$ cat src/rtl/store_sequencer.sv
// store_sequencer
//   Store path from the register file to word-wide memory. Word stores write
//   directly. Half-word and byte stores do a read-modify-write: read the
//   containing word, replace the selected lane, then write the word back.
//   The control unit pulses start and stalls until done.
//
// Parameters
//   MEM_LAT    read latency, in cycles, from mem_addr to valid mem_rdata (1..3)
//
// Ports
//   clk        system clock, rising edge
//   reset_n    asynchronous active-low reset
//   start      begin a store; a rising edge is accepted only in IDLE
//   store_size 00 word, 01 half, 10 byte, 11 reserved (treated as word)
//   addr       byte address
//   wdata      store data; the low byte or half is used for sb/sh
//   mem_rdata  memory read data
//   mem_addr   word-aligned memory address; holds its last value in IDLE
//   mem_wdata  word to write (merged word for sub-word stores)
//   mem_wr     one-cycle memory write strobe
//   busy       high in every state except IDLE
//   done       one-cycle completion pulse
//   align_err  misaligned-access flag, pulses together with done
//
// Build option
//   STORE_ALIGN_CHECK_EN  When defined, a half store with addr[0]=1 or a word
//                         store with addr[1:0]!=0 is rejected without any
//                         memory access. When undefined, the low address bits
//                         are ignored and align_err is tied low.
module store_sequencer #(
  parameter int unsigned MEM_LAT = 1
) (
  input  logic        clk,
  input  logic        reset_n,
  input  logic        start,
  input  logic [1:0]  store_size,
  input  logic [31:0] addr,
  input  logic [31:0] wdata,
  input  logic [31:0] mem_rdata,
  output logic [31:0] mem_addr,
  output logic [31:0] mem_wdata,
  output logic        mem_wr,
  output logic        busy,
  output logic        done,
  output logic        align_err
);

  typedef enum logic [2:0] {
    S_IDLE,
    S_READ,
    S_WAIT,
    S_WRITE,
    S_DONE
`ifdef STORE_ALIGN_CHECK_EN
    , S_ERR
`endif
  } state_t;

  state_t      state;
  logic        start_q;
  logic [1:0]  off_l;
  logic [1:0]  size_l;
  logic [31:0] wdata_l;
  logic [1:0]  cnt;
  logic [31:0] merged;
  logic        start_rise;
  logic        is_word;

  assign start_rise = start && !start_q;
  assign is_word    = (store_size == 2'b00) || (store_size == 2'b11);

`ifdef STORE_ALIGN_CHECK_EN
  logic misaligned;
  assign misaligned = ((store_size == 2'b01) && addr[0]) ||
                      (is_word && (addr[1:0] != 2'b00));
`else
  assign align_err = 1'b0;
`endif

  // Replace one lane of the word read back; the other lanes are kept.
  always_comb begin
    merged = mem_rdata;
    if (size_l == 2'b01) begin
      if (off_l[1]) merged[31:16] = wdata_l[15:0];
      else          merged[15:0]  = wdata_l[15:0];
    end else begin
      case (off_l)
        2'd0: merged[7:0]   = wdata_l[7:0];
        2'd1: merged[15:8]  = wdata_l[7:0];
        2'd2: merged[23:16] = wdata_l[7:0];
        2'd3: merged[31:24] = wdata_l[7:0];
      endcase
    end
  end

  // Outputs are registered: each one is set on the edge that enters the
  // state in which it must be visible.
  always_ff @(posedge clk or negedge reset_n) begin
    if (!reset_n) begin
      state     <= S_IDLE;
      start_q   <= 1'b0;
      off_l     <= '0;
      size_l    <= '0;
      wdata_l   <= '0;
      cnt       <= '0;
      mem_addr  <= '0;
      mem_wdata <= '0;
      mem_wr    <= 1'b0;
      busy      <= 1'b0;
      done      <= 1'b0;
`ifdef STORE_ALIGN_CHECK_EN
      align_err <= 1'b0;
`endif
    end else begin
      start_q <= start;
      mem_wr  <= 1'b0;
      done    <= 1'b0;
`ifdef STORE_ALIGN_CHECK_EN
      align_err <= 1'b0;
`endif
      case (state)
        S_IDLE: begin
          if (start_rise) begin
            off_l    <= addr[1:0];
            size_l   <= store_size;
            wdata_l  <= wdata;
            mem_addr <= {addr[31:2], 2'b00};
            busy     <= 1'b1;
`ifdef STORE_ALIGN_CHECK_EN
            if (misaligned) begin
              done      <= 1'b1;
              align_err <= 1'b1;
              state     <= S_ERR;
            end else
`endif
            if (is_word) begin
              mem_wdata <= wdata;
              mem_wr    <= 1'b1;
              state     <= S_WRITE;
            end else begin
              state <= S_READ;
            end
          end
        end
        S_READ: begin
          cnt   <= 2'(MEM_LAT - 1);
          state <= S_WAIT;
        end
        S_WAIT: begin
          if (cnt == 2'd0) begin
            mem_wdata <= merged;
            mem_wr    <= 1'b1;
            state     <= S_WRITE;
          end else begin
            cnt <= cnt - 2'd1;
          end
        end
        S_WRITE: begin
          done  <= 1'b1;
          state <= S_DONE;
        end
        S_DONE: begin
          busy  <= 1'b0;
          state <= S_IDLE;
        end
`ifdef STORE_ALIGN_CHECK_EN
        S_ERR: begin
          busy  <= 1'b0;
          state <= S_IDLE;
        end
`endif
        default: begin
          busy  <= 1'b0;
          state <= S_IDLE;
        end
      endcase
    end
  end

endmodule

$ cat config.mk
export PLATFORM = sky130hd
export DESIGN_NAME = store_sequencer
export DESIGN_NICKNAME = d
export VERILOG_FILES = /design/src/rtl/store_sequencer.sv
export SDC_FILE = /design/constraint.sdc
export NUM_CORES = 1
export LEC_CHECK = 0
export ABC_CLOCK_PERIOD_IN_PS = 2000
export CORE_MARGIN = 3
export CORE_UTILIZATION = 25
export DETAILED_ROUTE_END_ITERATION = 8
export DONT_BUFFER_PORTS = 1
export PLACE_DENSITY = 0.47
export SYNTH_ARGS = -nofsm -noshare
export SYNTH_HDL_FRONTEND = slang
export SYNTH_SLANG_ARGS = --single-unit
$ cat constraint.sdc
create_clock -name clk -period 2 [get_ports clk]
set_input_delay 0.4 -clock clk [delete_from_list [all_inputs] [get_ports clk]]
set_output_delay 0.4 -clock clk [all_outputs]
set_load 0.005 [all_outputs]
==> impl_metrics.toml, run 1 <==
[run_status]
outcome = "complete, but fails checks"
failed_checks = "hold timing"

[worst_setup_path]
r2r-end = "mem_wdata[31]"
end_kind = "flop"
crit_type = "reg -> reg"
worstPathArrival_ns = 2.14
critical_path.cell_chain = "or4b_4 > nor3_4 > a21oi_2 > inv_4 > clkbuf_16 > nor2_1 > a31oi_1"
r2r-start = "state[0]"
max_stage_delay_ns = 0.59
worst-r2r-setup-slack_ns = 0.12
critPathLaunchType = "flop"
crit_slowest_cell = "or4b_4"
crit_required_ns = 2.26
cp_max_fo = 9
r2r_cells = 7

[pwr]
p_per_area_nw_per_um2 = 1780
p_leak_nw = 2.16
ir_worst_vdd_mv = 0.578

[sta]
finalHoldViolCount = 91
tightest_slew_ns = 0.583
hold_ws_ns = -0.256
fin_skew_ns = 0.00651
fmax_mhz = 531
slew_headroom_pct = 61.1
rsz0062_at_grt = "false"
worst_slack_ns = 0.118
finalMaxSlewViolations = 0
finalCriticalPeriod_ns = 1.88
fin_tns_setup_ns = 0
final-setup-viol-count = 0
period_share_pct = 94.1

[final_layout]
drive_gt1_share_pct = 27.3
antenna_cells = 0
fin_cells = 621
nNetsFinal = 493
fillers = 1840
area_growth_pct = 14.4

[global_route]
grt_pass1_wl_um = 19100
antenna_found_initial = 0
grt_pass1_vias = 3308
grtUsageTotal_pct = 12.4
globalRouteOverflowTotal = 0
grt_max_degree = 92

[logic_synthesis]
synth_area_um2 = 4480
synth_seq_cells = 91
yosys_warnings = 0
synth_top_cells_by_area = "dfrtp_1 (51%), mux2_2 (16%), mux2i_1 (3.6%), nor2_1 (3.5%), a211o_1 (3.1%)"
synthCells = 396
ys.flop_type = "dfrtp_1"
avgSynthCellArea_um2 = 11.3
synth_top_area_share_pct = 50.8
yosysMostFrequentCell = "dfrtp_1"
synth_edf_count = 0
synth.largest_area_cell = "dfrtp_1"
ys_seq_area_share_pct = 50.8
async_flop_share_pct = 100
synth_top_cells_by_count = "dfrtp_1 (91), mux2_2 (65), nor2_1 (42), nand2_1 (20), a211oi_1 (17)"
synth_cell_types = 37

[routing]
top_layer = "met4"
wl_met2_um = 5400
route.met3.wl_um = 1400
post_drt_wl_per_cell_um = 20.4
met1_length_um = 5730
wl_um = 12700
first_pass_iters = 4
ant_nets = 0
vias = 3093
drc = 0
drtIter0Drc = 105
via_per_inst = 4.98

[clock_network]
clock-sinks = 91
cts-root-buf = "clkbuf_16"
cts-htree-levels = 3
clock_path_buffers = 2
clk_latency_ns = 0.34
clk_transition_reported_paths_ns = 0.08
cts_tree = "done"
numCtsBuffers = 9

[floorplan]
core_area_um2 = 17400
rows = 48
fp.dieW_um = 140
die_area_um2 = 19600
die_y_um = 140
ioPinCount = 169
start_util_pct = 25.7

[placement]
gp_congestion = 0.774
numPortBuffers = 0
dpl_worst_slack_ns = 0.0625
place_hpwl_um = 8810
dpl.cell_count = 603

[min_path]
min_path_type = "in -> async"

[job]
maxCapViolations = 0
through the flow:
stage                     hold WS, ns  utilization [%]  cell area, µm²  power, mW
final                          -0.256             29.5            5130       9.13
after floorplan                 0.104                -            4490       6.16
after global routing           -0.282             29.5            5130       9.84
after detailed placement        0.107             27.4            4770       7.28
after CTS                      -0.273             29.1            5070       9.08
after global placement          0.107             27.4            4770       7.17
placed cells by master (no fill, tap or decap), types with 2 or more instances in the layout:
master | Yosys | routed
inv_8 | 0 | 4
a21oi_1 | 4 | 4
buf_4 | 8 | 11
conb_1 | 1 | 3
a211o_1 | 16 | 16
o21ai_0 | 16 | 16
a21o_1 | 2 | 2
nand2b_1 | 2 | 2
mux2_2 | 65 | 65
nor2_1 | 42 | 41
a31oi_1 | 16 | 16
nor2b_1 | 16 | 16
inv_1 | 4 | 4
dfrtp_1 | 91 | 91
a211oi_1 | 17 | 17
a22o_1 | 2 | 2
mux2i_1 | 16 | 16
buf_12 | 0 | 4
nand2_1 | 20 | 20
o2bb2ai_1 | 16 | 16
clkbuf_16 | 0 | 11
kinds of logic (layout without fill, tap and decap cells):
kind of cell	count (synthesis)	after routing	synth area share, %
compound gates	94	94	15.2
flops	91	91	50.8
simple gates	87	87	9.10
fa+ha+maj	1	1	0.279
buf+inv	40	38	4.44
other cells	1	3	0.0836
mux	81	81	19.9
xor+xnor	1	1	0.195
repair_timing:
item	in CTS	in global routing
setup endpoints to repair	0	4
endpoints found under the hold margin	91	91
resized for setup	0	2
buffers inserted	0	0
worst max-delay path: cells and delay by family (launching register included):
kind / cells / cell delay [ns]
buf+inv: 2 / 0.33
flops: 1 / 0.38
compound gates: 2 / 0.23
simple gates: 3 / 0.86
routing by layer:
layer  GRT usage (%)  up-vias
met5               0        -
li1                -     1418
met2            18.1      135
met3            6.42       13
met4            2.91        0
met1            16.3     1527
where the power goes:
part | internal, mW | switching [mW] | total [mW]
combinational | 1.87 | 1.95 | 3.82
sequential | 2.77 | 0.812 | 3.58
clock | 0.897 | 0.844 | 1.74
total | 5.53 | 3.60 | 9.13
cell type report:
cell class | count | area (µm²) | area share, %
Clock buffer | 9 | 225 | 4.39
Clock inverter | 7 | 78.8 | 1.54
Inverter | 5 | 21.3 | 0.415
Multi-Input combinational cell | 267 | 2030 | 39.6
Sequential cell | 91 | 2280 | 44.4
Tap cell | 225 | 282 | 5.49
Timing Repair Buffer | 17 | 213 | 4.15
registers in the layout (all words and copies together), names as in the netlist:
| name | cells |
|---|---|
| done | 1 |
| mem_addr | 30 |
| busy | 1 |
| mem_wr | 1 |
| size_l | 2 |
| start_q | 1 |
| mem_wdata | 32 |
| off_l | 2 |
| wdata_l | 16 |
| state | 3 |
| cnt | 2 |
how the worst max path moves through the flow:
| stage | startpoint | end | slack (ns) |
|---|---|---|---|
| 2_1_floorplan | state[2] | mem_addr[10] | 0.12 |
| 3_3_place_gp | state[0] | mem_wdata[6] | 0.15 |
| 3_5_place_dp | state[0] | mem_wdata[6] | 0.06 |
| 4_1_cts | state[0] | mem_wdata[6] | 0.05 |
| 5_1_grt | state[0] | mem_wdata[6] | 0.02 |
| 6_report | state[0] | mem_wdata[31] | 0.12 |
No activity file was read; power rests on OpenSTA's default activity.
==> inputs of run 2 (changes only) <==
--- a/config.mk
+++ b/config.mk
@@ -5,12 +5,12 @@
 export SDC_FILE = /design/constraint.sdc
 export NUM_CORES = 1
 export LEC_CHECK = 0
-export ABC_CLOCK_PERIOD_IN_PS = 2000
+export ABC_CLOCK_PERIOD_IN_PS = 1900
 export CORE_MARGIN = 3
 export CORE_UTILIZATION = 25
 export DETAILED_ROUTE_END_ITERATION = 8
 export DONT_BUFFER_PORTS = 1
-export PLACE_DENSITY = 0.47
+export PLACE_DENSITY = 0.45
 export SYNTH_ARGS = -nofsm -noshare
 export SYNTH_HDL_FRONTEND = slang
 export SYNTH_SLANG_ARGS = --single-unit
==> constraint.sdc (replaced) <==
create_clock -name clk -period 1.9 [get_ports clk]
set_input_delay 0.38 -clock clk [delete_from_list [all_inputs] [get_ports clk]]
set_output_delay 0.38 -clock clk [all_outputs]
set_load 0.005 [all_outputs]
==> impl_metrics.toml, run 2 (synthesis gave the netlist of run 1 again) <==
[run_status]
outcome = "complete, but fails checks"
failed_checks = "hold timing, setup timing"

[routing]
drtIter0Drc = 164
ant_nets = 0
first_pass_iters = 5
drc = 0
via_per_inst = 4.99
post_drt_wl_per_cell_um = 20.9
vias = 3131
wl_um = 13100

[global_route]
grt_pass1_wl_um = 19700
grt_max_degree = 92
antenna_found_initial = 0
grtUsageTotal_pct = 12.9
grt_pass1_vias = 3252
globalRouteOverflowTotal = 0

[pwr]
p_per_area_nw_per_um2 = 1890
ir_worst_vdd_mv = 0.612
p_leak_nw = 2.20
clkPwrFrac_pct = 18.7
p_sw_mw = 3.89
share_comb_of_total_power_pct = 42.9
netSwitchingFraction_pct = 39.6
p_seq_share_pct = 38.5
internal_power_mw = 5.94

[final_layout]
nNetsFinal = 499
final_cell_mix = "dfrtp_1 (91), mux2_2 (65), nor2_1 (38)"
largest_reg_flops = 32
drive_gt1_share_pct = 29.6
fin_cells = 627
antenna_cells = 0
top_register = "mem_wdata"
final_util_pct = 29.9
layout_commonest_cell = "dfrtp_1"
final-seq-area_um2 = 2280
reg_top3 = "mem_wdata: 32 flops, mem_addr: 30 flops, wdata_l: 16 flops"
fillers = 1797
multi_input_area_um2 = 2050
area_growth_pct = 16.0

[clock_network]
cts-htree-levels = 3
clock-sinks = 91
cts-root-buf = "clkbuf_16"
cts_tree = "done"
clk_latency_ns = 0.35
clk_transition_reported_paths_ns = 0.08
numCtsBuffers = 9
clock_path_buffers = 2

[sta]
fin_skew_ns = 0.00842
period_share_pct = 100
worst_slack_ns = -0.00444
slew_headroom_pct = 60.9
final-setup-viol-count = 1
finalMaxSlewViolations = 0
rsz0062_at_grt = "true"
tightest_slew_ns = 0.587
fmax_mhz = 525
finalCriticalPeriod_ns = 1.90
finalHoldViolCount = 91
hold_ws_ns = -0.276

[floorplan]
core_area_um2 = 17400
die_y_um = 140
rows = 48
start_util_pct = 25.7
ioPinCount = 169
die_area_um2 = 19600
fp.dieW_um = 140

[worst_setup_path]
crit_type = "reg -> reg"
crit_buf_inv = 3
end_kind = "flop"
critical_path.cell_chain = "or4b_4 > nor3_4 > a21oi_2 > inv_4 > buf_12 > clkbuf_16 > nor2_1 > a31oi_1"
cp_max_fo = 7
path_delay_family = "simple AND/OR/NAND/NOR gates"
critPathLaunchType = "flop"
crit_slowest_cell = "or4b_4"
worstPathArrival_ns = 2.18
crit_required_ns = 2.17
max_stage_delay_ns = 0.57
worst-r2r-setup-slack_ns = -0.004

[placement]
gp_congestion = 0.739
dpl.cell_count = 605
numPortBuffers = 0
place_hpwl_um = 9170

[min_path]
min_path_type = "in -> async"

[job]
maxCapViolations = 0
[run 2: changes by cell type in the layout (fill, tap and decap cells not counted), moves of 2 or more]
cell,before,now
buf_4,11,14
buf_6,0,2
nor2_1,41,38
nor2_2,0,3
o21ai_0,16,7
o21ai_1,0,7
o21ai_2,0,2
[run 2: worst paths after layout]
path                       startpoint             to  cells past startpoint
hold / removal                reset_n  mem_wdata[30]                      0
setup reg to reg             state[2]  mem_wdata[13]                      8
hold reg to reg             size_l[1]      size_l[1]                      1
min in group clk                start        start_q                      0
setup / recovery             state[2]  mem_wdata[13]                      8
max in group asynchronous     reset_n  mem_wdata[19]                      0
[run 2: layout make-up]
type,count,share of cell area [%]
Sequential cell,91,43.8
Multi-Input combinational cell,267,39.4
Tap cell,225,5.41
Timing Repair Buffer,23,5.24
Clock buffer,9,4.33
Clock inverter,7,1.47
Inverter,5,0.409
[run 2: per-layer routing]
layer | global-route usage (%) | vias up | part of all wire (%)
met5 | 0 | - | 0
met4 | 3.88 | 0 | 1.5
met3 | 6.59 | 14 | 10
met2 | 19.8 | 144 | 46
met1 | 15.9 | 1538 | 42
li1 | - | 1435 | -
[run 2: timing repair]
| action | 4_1_cts | 5_1_grt |
|---|---|---|
| gates resized for setup | 1 | 18 |
| cloned | 0 | 3 |
| endpoints found under the setup margin | 1 | 19 |
| pin swaps | 0 | 6 |
| hold endpoints to repair | 91 | 91 |
| buffers inserted | 0 | 3 |
[run 2: power groups by stage]
stage / Sequential (mW) / Clock [mW] / Combinational (mW)
3_3_place_gp: 3.83 / 0 / 3.76
5_1_grt: 3.93 / 1.99 / 4.64
6_report: 3.78 / 1.83 / 4.22
4_1_cts: 3.81 / 1.91 / 3.87
2_1_floorplan: 3.47 / 0 / 3.01
3_5_place_dp: 3.83 / 0 / 3.86
[run 2: per-stage QoR]
| stage | TNS, ns | instance area (µm²) | power, mW | worst slack (ns) | hold WS, ns |
|---|---|---|---|---|---|
| 2_1_floorplan | 0 | 4490 | 6.48 | 0.0190 | 0.0844 |
| 3_3_place_gp | 0 | 4770 | 7.59 | 0.0837 | 0.0886 |
| 3_5_place_dp | 0 | 4770 | 7.69 | 0.0137 | 0.0895 |
| 4_1_cts | 0 | 5080 | 9.59 | 0.00897 | -0.296 |
| 5_1_grt | -0.504 | 5200 | 10.6 | -0.0557 | -0.303 |
| 6_report | -0.00444 | 5200 | 9.83 | -0.00444 | -0.276 |
==> inputs of run 3 (changes only) <==
--- a/config.mk
+++ b/config.mk
@@ -11,6 +11,7 @@
 export DETAILED_ROUTE_END_ITERATION = 8
 export DONT_BUFFER_PORTS = 1
 export PLACE_DENSITY = 0.45
+export REMOVE_ABC_BUFFERS = 1
 export SYNTH_ARGS = -nofsm -noshare
 export SYNTH_HDL_FRONTEND = slang
 export SYNTH_SLANG_ARGS = --single-unit
==> impl_metrics.toml, run 3 (synthesis gave the netlist of run 1 again) <==
[routing]
ant_nets = 0
drtIter0Drc = 89
first_pass_iters = 5
wl_um = 13300
post_drt_wl_per_cell_um = 21.2
vias = 3103
drc = 0
via_per_inst = 4.95

[global_route]
grt_pass1_wl_um = 19800
grt_pass1_vias = 3305
grt_max_degree = 92
grtUsageTotal_pct = 13.0
antenna_found_initial = 0
globalRouteOverflowTotal = 0

[worst_setup_path]
worst-r2r-setup-slack_ns = 0.05
crit_buf_inv = 2
critical_path.cell_chain = "or4b_4 > nor2_4 > buf_12 > clkbuf_16 > mux2_2"
r2r-end = "mem_addr[10]"
crit_required_ns = 2.13
end_kind = "flop"
worstPathArrival_ns = 2.09
critPathLaunchType = "flop"
r2r_cells = 5
path_delay_family = "simple AND/OR/NAND/NOR gates"
crit_type = "reg -> reg"
max_stage_delay_ns = 0.58
crit_slowest_cell = "or4b_4"
r2r-start = "state[0]"
cp_max_fo = 10

[run_status]
failed_checks = "hold timing"
outcome = "complete, but fails checks"

[final_layout]
antenna_cells = 0
nNetsFinal = 499
fillers = 1804
area_growth_pct = 16.7
final_cell_mix = "dfrtp_1 (91), mux2_2 (65), nor2_1 (37)"
drive_gt1_share_pct = 29.4
final-seq-area_um2 = 2280
multi_input_area_um2 = 2040
reg_top3 = "mem_wdata: 32 flops, mem_addr: 30 flops, wdata_l: 16 flops"
largest_reg_flops = 32
top_register = "mem_wdata"
layout_commonest_cell = "dfrtp_1"

[floorplan]
die_area_um2 = 19600
start_util_pct = 25.7
core_area_um2 = 17400
ioPinCount = 169
fp.dieW_um = 140
rows = 48
die_y_um = 140

[job]
maxCapViolations = 0

[sta]
finalHoldViolCount = 91
fin_skew_ns = 0.00630
finalMaxSlewViolations = 0
period_share_pct = 97.6
hold_ws_ns = -0.277
final-setup-viol-count = 0
worst_slack_ns = 0.0452
slew_headroom_pct = 61.9
tightest_slew_ns = 0.572
rsz0062_at_grt = "false"
fin_tns_setup_ns = 0
finalCriticalPeriod_ns = 1.85
fmax_mhz = 539

[placement]
place_hpwl_um = 9010
gp_congestion = 0.765
numPortBuffers = 0
dpl_worst_slack_ns = -0.0588

[clock_network]
cts_tree = "done"
clk_latency_ns = 0.35
cts-htree-levels = 3
numCtsBuffers = 9
clk_transition_reported_paths_ns = 0.07
clock_path_buffers = 2
clock-sinks = 91
cts-root-buf = "clkbuf_16"

[pwr]
p_leak_nw = 2.20
ir_worst_vdd_mv = 0.659
p_per_area_nw_per_um2 = 1860

[min_path]
min_path_type = "in -> async"
-- run 3: layer usage --
metal,GRT usage (%),vias to the layer above,routed length (µm)
met3,7.03,13,1470
met5,0,-,0
met4,3.88,0,177
met1,14.7,1539,5290
li1,-,1421,-
met2,21.3,130,6340
-- run 3: metrics by stage --
stage | cell area (µm²) | utilization, % | cells | power, mW | hold slack (ns)
6_report | 5230 | 30.0 | 627 | 9.72 | -0.277
5_1_grt | 5230 | 30.0 | 627 | 10.5 | -0.299
4_1_cts | 5150 | 29.6 | 625 | 9.76 | -0.297
3_5_place_dp | 4810 | 27.6 | 607 | 7.81 | 0.0870
3_3_place_gp | 4810 | 27.6 | 607 | 7.67 | 0.0865
2_1_floorplan | 4310 | - | 363 | 6.22 | 0.0844
-- run 3: power by group --
| group | leakage (nW) | switching [mW] | total (mW) | internal, mW |
|---|---|---|---|---|
| Combinational | 0.969 | 2.14 | 4.16 | 2.01 |
| Sequential | 1.09 | 0.804 | 3.72 | 2.91 |
| Clock | 0.145 | 0.787 | 1.84 | 1.06 |
-- run 3: area by class of cell --
type / instances / share of cell area [%]
Clock buffer: 10 / 4.57
Clock inverter: 6 / 1.22
Inverter: 5 / 0.407
Multi-Input combinational cell: 267 / 39.1
Sequential cell: 91 / 43.5
Tap cell: 225 / 5.38
Timing Repair Buffer: 23 / 5.83
-- run 3: worst register-to-register path: cells and delay by family (launching register included) --
| family | cells | cell delay [ns] |
|---|---|---|
| buffers and inverters | 2 | 0.31 |
| multiplexers | 1 | 0.34 |
| flip-flops | 1 | 0.37 |
| AND/OR/NAND/NOR | 2 | 0.72 |
-- run 3: worst max path at each step --
stage	startpoint	to	cells after the start
2_1_floorplan	state[0]	mem_addr[10]	3
3_3_place_gp	state[0]	off_l[0]	4
3_5_place_dp	state[0]	mem_wdata[21]	6
4_1_cts	state[0]	mem_addr[30]	5
5_1_grt	state[0]	mem_wdata[21]	7
6_report	state[0]	mem_addr[10]	5
-- run 3: what timing repair did --
item                                    4_1_cts  5_1_grt
setup buffers                                 2        0
cloned                                        0        2
pin swaps                                     2        1
hold endpoints to repair                     91       91
resized for setup                             2        9
endpoints found under the setup margin       46       44
==> RTL edit 1, RTL diff (settings of run 1) <==
Reset style: synchronous (`reset_n`), changed in one clocked block. Comments in the files are not updated.
--- a/src/rtl/store_sequencer.sv
+++ b/src/rtl/store_sequencer.sv
@@ -95,7 +95,7 @@
 
   // Outputs are registered: each one is set on the edge that enters the
   // state in which it must be visible.
-  always_ff @(posedge clk or negedge reset_n) begin
+  always_ff @(posedge clk) begin
     if (!reset_n) begin
       state     <= S_IDLE;
       start_q   <= 1'b0;
Function: differs if reset_n is asserted again (counterexample within 4 cycles, from zero or initial values and one cycle with reset_n low); with reset_n held inactive, the same outputs for 10 cycles.
==> RTL edit 1 against run 1 <==
  * Wire length increased by 3.3%
  * Critical endpoint is now mem_wdata[22]
  * Worst setup slack improved by 0.097 ns
  * Sequential cell count unchanged
  * Area after synthesis decreased by 9.5%
  * Die area decreased by 9.1%
  * Cell area decreased by 9.9%
Power is not compared: it rests on default switching activity, and its combinational part moved more than twofold at a synthesized area within 25%.
==> RTL edit 1: results (changes against run 1) <==
total number of vias=3,594 (+16%); Post-DP HPWL=9.39 mm (+6.5%); nonclk buf count=18 (+1); Yosys cell types=32 (-14%); clock buffers=11 (+2); Post-Synth Adder-Cell Area=0.308% (+0.029 points); PortBufs=0 (unchanged); Post-Synth XOR/XNOR Area=0.216% (+0.020 points); DR pass1 iterations=5 (+1); top cells by count, synth=nand2_1 (153), dfxtp_1 (91), a21boi_0 (55), a21oi_1 (52), clkbuf_1 (34); fraction of layout cells with a size suffix above 1=7.25% (-20 points); ys async rst share=0% (-100 points); Crit path largest cell delay=0.38 ns (-0.21 ns); register area share after synthesis=44.9% (-5.9 points); Fill cells=1,689 (-8.2%); Synth Instances=516 (+30%); crit path from=state[0]; Hold Crit Class=input port to flop; Vias/cell=4.98 (about the same); post-synthesis mux area share=0% (-20 points); Data buffer area share=3.46% (-0.68 points); Clock Skew=0.0122 ns (+0.00565 ns); sequential cells=91 (unchanged); nonclk inv count=12 (+7); ANT nets after route=0 (unchanged); Synth Area in Compound Gates=30.5% (+15 points); #MultiIn Comb=373 (+40%); Reg-to-Reg End=mem_wdata[22]; worst reg-to-reg path cell count=6 (-1); largest net degree at the start of global routing=88 (-4.3%); multi-input logic area=2020 um2 (-0.61%); Clock Latency Late Sink=about 0.35 ns; post-layout net count=607 (+23%); slowest CP cell=dfxtp_1; gpl congestion=0.817 (+5.6%); Seq. pwr=2190 uW; clk tree area frac=6.71% (+0.79 points); outcome=complete, no violations; Placed Cells=705 (+17%); global-route wire length before repair=20.2 mm (+5.6%); worst-path maximum fanout=16 (+7); Slew @ Worst Pin=0.654 ns (+0.0709 ns); reg2reg setup slack=0.22 ns (+0.10 ns); Synth area leaders=dfxtp_1 (45%), nand2_1 (14%), a21boi_0 (10%), a21oi_1 (6.4%), a22o_1 (3.5%); worst path arrival time=2.05 ns (-0.09 ns); ant diodes=0 (unchanged); Seq area share=39.4% (-5.0 points); Initial DRC Count=227 (+120%); initial antenna violation count=0 (unchanged); Routed WL per cell=18.1 um (-11%); Total GRT Usage=14.5% (+2.1 points)
==> RTL edit 1: changes by cell type in the layout (fill, tap and decap cells not counted), sizes merged, moves of 48 or more <==
cell	before	now
dfrtp	91	0
a21boi	0	67
mux2	65	0
a21oi	5	53
dfxtp	0	91
nand2	20	153
==> RTL edit 1: worst max-delay path, delay by kind of cell, from the launching register on <==
| family | cells | cell delay (ns) |
|---|---|---|
| DFF | 1 | 0.38 |
| AOI/OAI and AO/OA | 2 | 0.34 |
| and+or+nand+nor | 3 | 0.71 |
| buffers and inverters | 1 | 0.28 |
==> RTL edit 1: routing by layer <==
layer	share of wire, %	track usage (%)
met1	42	18.1
met2	47	23.1
met3	9.3	4.91
met4	1.9	5.60
met5	0	0
==> RTL edit 1: stage by stage <==
stage	instance area (um2)	setup WS (ns)	hold WS, ns
4_1_cts	4620	0.201	0.162
2_1_floorplan	4070	0.190	0.444
3_5_place_dp	4310	0.223	0.459
6_report	4620	0.216	0.182
5_1_grt	4620	0.0240	0.172
3_3_place_gp	4310	0.285	0.455
==> RTL edit 2, RTL diff (flow settings as in run 1) <==
Made on the original files. The option `STORE_ALIGN_CHECK_EN` is turned on by a define.
--- a/src/rtl/store_sequencer.sv
+++ b/src/rtl/store_sequencer.sv
@@ -27,6 +27,8 @@
 //                         store with addr[1:0]!=0 is rejected without any
 //                         memory access. When undefined, the low address bits
 //                         are ignored and align_err is tied low.
+`define STORE_ALIGN_CHECK_EN
+
 module store_sequencer #(
   parameter int unsigned MEM_LAT = 1
 ) (
Function: changed (a bounded check fails within 4 cycles, from zero or initial values and one cycle with reset_n low).
==> RTL edit 2 against run 1 <==
  * Area after synthesis decreased by 5.4%
  * Cell area decreased by 4.8%
  * Largest power group is now registers
  * Sequential share of layout area increased by 2.7 points
  * Die area decreased by 5.2%
  * The run still ends with hold timing left
  * Power decreased by 2.8%
  * Maximum frequency increased by 0.72%
  * Sequential cell count increased by 1
  * Wire length decreased by 2.9%
  * Hold slack got worse by 0.0019 ns
  * Worst setup slack improved by 0.013 ns
  * Critical path depth decreased by 3
  * Synthesized cell count decreased by 7.3%
==> RTL edit 2: results (changes against run 1) <==
worst-path maximum fanout=30 (+21); largest registers=mem_wdata: 32 flops, mem_addr: 30 flops, wdata_l: 16 flops; top cells by count, synth=dfrtp_1 (92), mux2_2 (46), nand2_1 (45), o21ai_1 (28), o21ai_0 (17); worst reg-to-reg path cell count=4 (-3); Max VDD drop=0.515 mV (-11%); Initial DRC Count=143 (+36%); Setup crit start kind=flop; Max H-tree Level=3 (unchanged); Top delay family on crit path=simple AND/OR/NAND/NOR gates; final hold slack=-0.258 ns (-0.00194 ns); initial antenna violation count=4 (+4); Yosys warnings=0 (unchanged); Fin. Hold Viols=92 (+1.1%); crit path from=state[2]; fraction of layout cells with a size suffix above 1=23.3% (-3.9 points); slew margin rel.=58.6% (-2.5 points); Post-DP HPWL=8.93 mm (+1.3%); Clock Skew=0.00752 ns (+0.00101 ns); Synth area leaders=dfrtp_1 (54%), mux2_2 (12%), nand2_1 (4.0%), mux2i_1 (3.8%), a221oi_1 (3.3%); failing checks=hold timing; DRT Wirelength=12.3 mm (-2.9%); outcome=finished, violations left; CTS resizes=0 (unchanged); gpl congestion=0.746 (-3.6%); Placed Cells=577 (-4.3%); Root Driver=clkbuf_16; Clock transition at path regs=~0.070 ns; DR pass1 iterations=5 (+1); register area share after synthesis=54.3% (+3.5 points); worst path arrival time=2.10 ns (-0.04 ns); Total GRT Usage=13.3% (+0.98 points); Leak=0.00199 uW (-7.8%); Final Instance Count excl. Fillers=593 (-4.5%); post-layout net count=475 (-3.7%); largest net degree at the start of global routing=93 (+1.1%); PortBufs=0 (unchanged); total number of vias=2,978 (-3.7%); ant diodes=0 (unchanged); vias in the first global route=3,207 (-3.1%); Syn Area/Cell=11.6 um2 (+2.1%); Hold Crit Class=input port to async pin; CP endpoint=mem_addr[25]; Crit path largest cell delay=0.59 ns (about the same); ys async rst share=100% (unchanged); EDFF count, synth=0 (unchanged); global-route wire length before repair=18.6 mm (-2.3%); slowest CP cell=or4b_4; post-CTS setup buffers=0 (unchanged)
[RTL edit 2: layout make-up]
class	count	area (um2)
clock inverters	4	95.1
clock buffers	12	256
fillers	1698	11300
well taps	216	270
multi-input cells	243	1760
flip-flops and latches	92	2300
repair buffers	21	183
inverters	5	23.8
[RTL edit 2: metrics by stage]
stage | setup WS, ns | total power [uW] | util [%] | area [um2]
final | 0.132 | 8880 | 30.1 | 4890
after global routing | 0.0398 | 9570 | 30.1 | 4890
after CTS | 0.108 | 9040 | 30.1 | 4890
after detailed placement | 0.00481 | 6960 | 27.9 | 4530
after global placement | 0.0618 | 6890 | 27.9 | 4530
after floorplan | 0.159 | 5860 | - | 4250
[RTL edit 2: cells by family (layout without fill, tap and decap cells)]
kind of cell | Yosys count | in the layout | synth area share [%]
DFF | 92 | 92 | 54.3
AOI/OAI and AO/OA | 91 | 91 | 14.2
and+or+nand+nor | 83 | 83 | 9.61
muxes | 65 | 65 | 16.8
buffers and inverters | 33 | 42 | 4.45
adders and majority gates | 2 | 2 | 0.590
other | 1 | 2 | 0.0884
[RTL edit 2: how the worst min path moves through the flow]
stage,cells after the start,end,slack (ns)
after global routing,0,mem_wdata[27],-0.28
final,0,mem_wr,-0.26
after global placement,0,mem_wr,0.11
after CTS,0,mem_wr,-0.28
after floorplan,0,align_err,0.10
after detailed placement,0,mem_wdata[22],0.11
[RTL edit 2: report_power, final]
| part | internal (uW) | switching (uW) |
|---|---|---|
| registers | 2800 | 808 |
| clock network | 1290 | 729 |
| logic | 1480 | 1780 |
| total | 5560 | 3310 |
[RTL edit 2: per-layer routing]
metal,wire length (um),GRT usage [%],vias to the layer above
li1,-,-,1342
met3,1560,6.88,28
met4,296,5.82,8
met5,57,0,-
met1,4710,15.6,1459
met2,5670,20.4,141
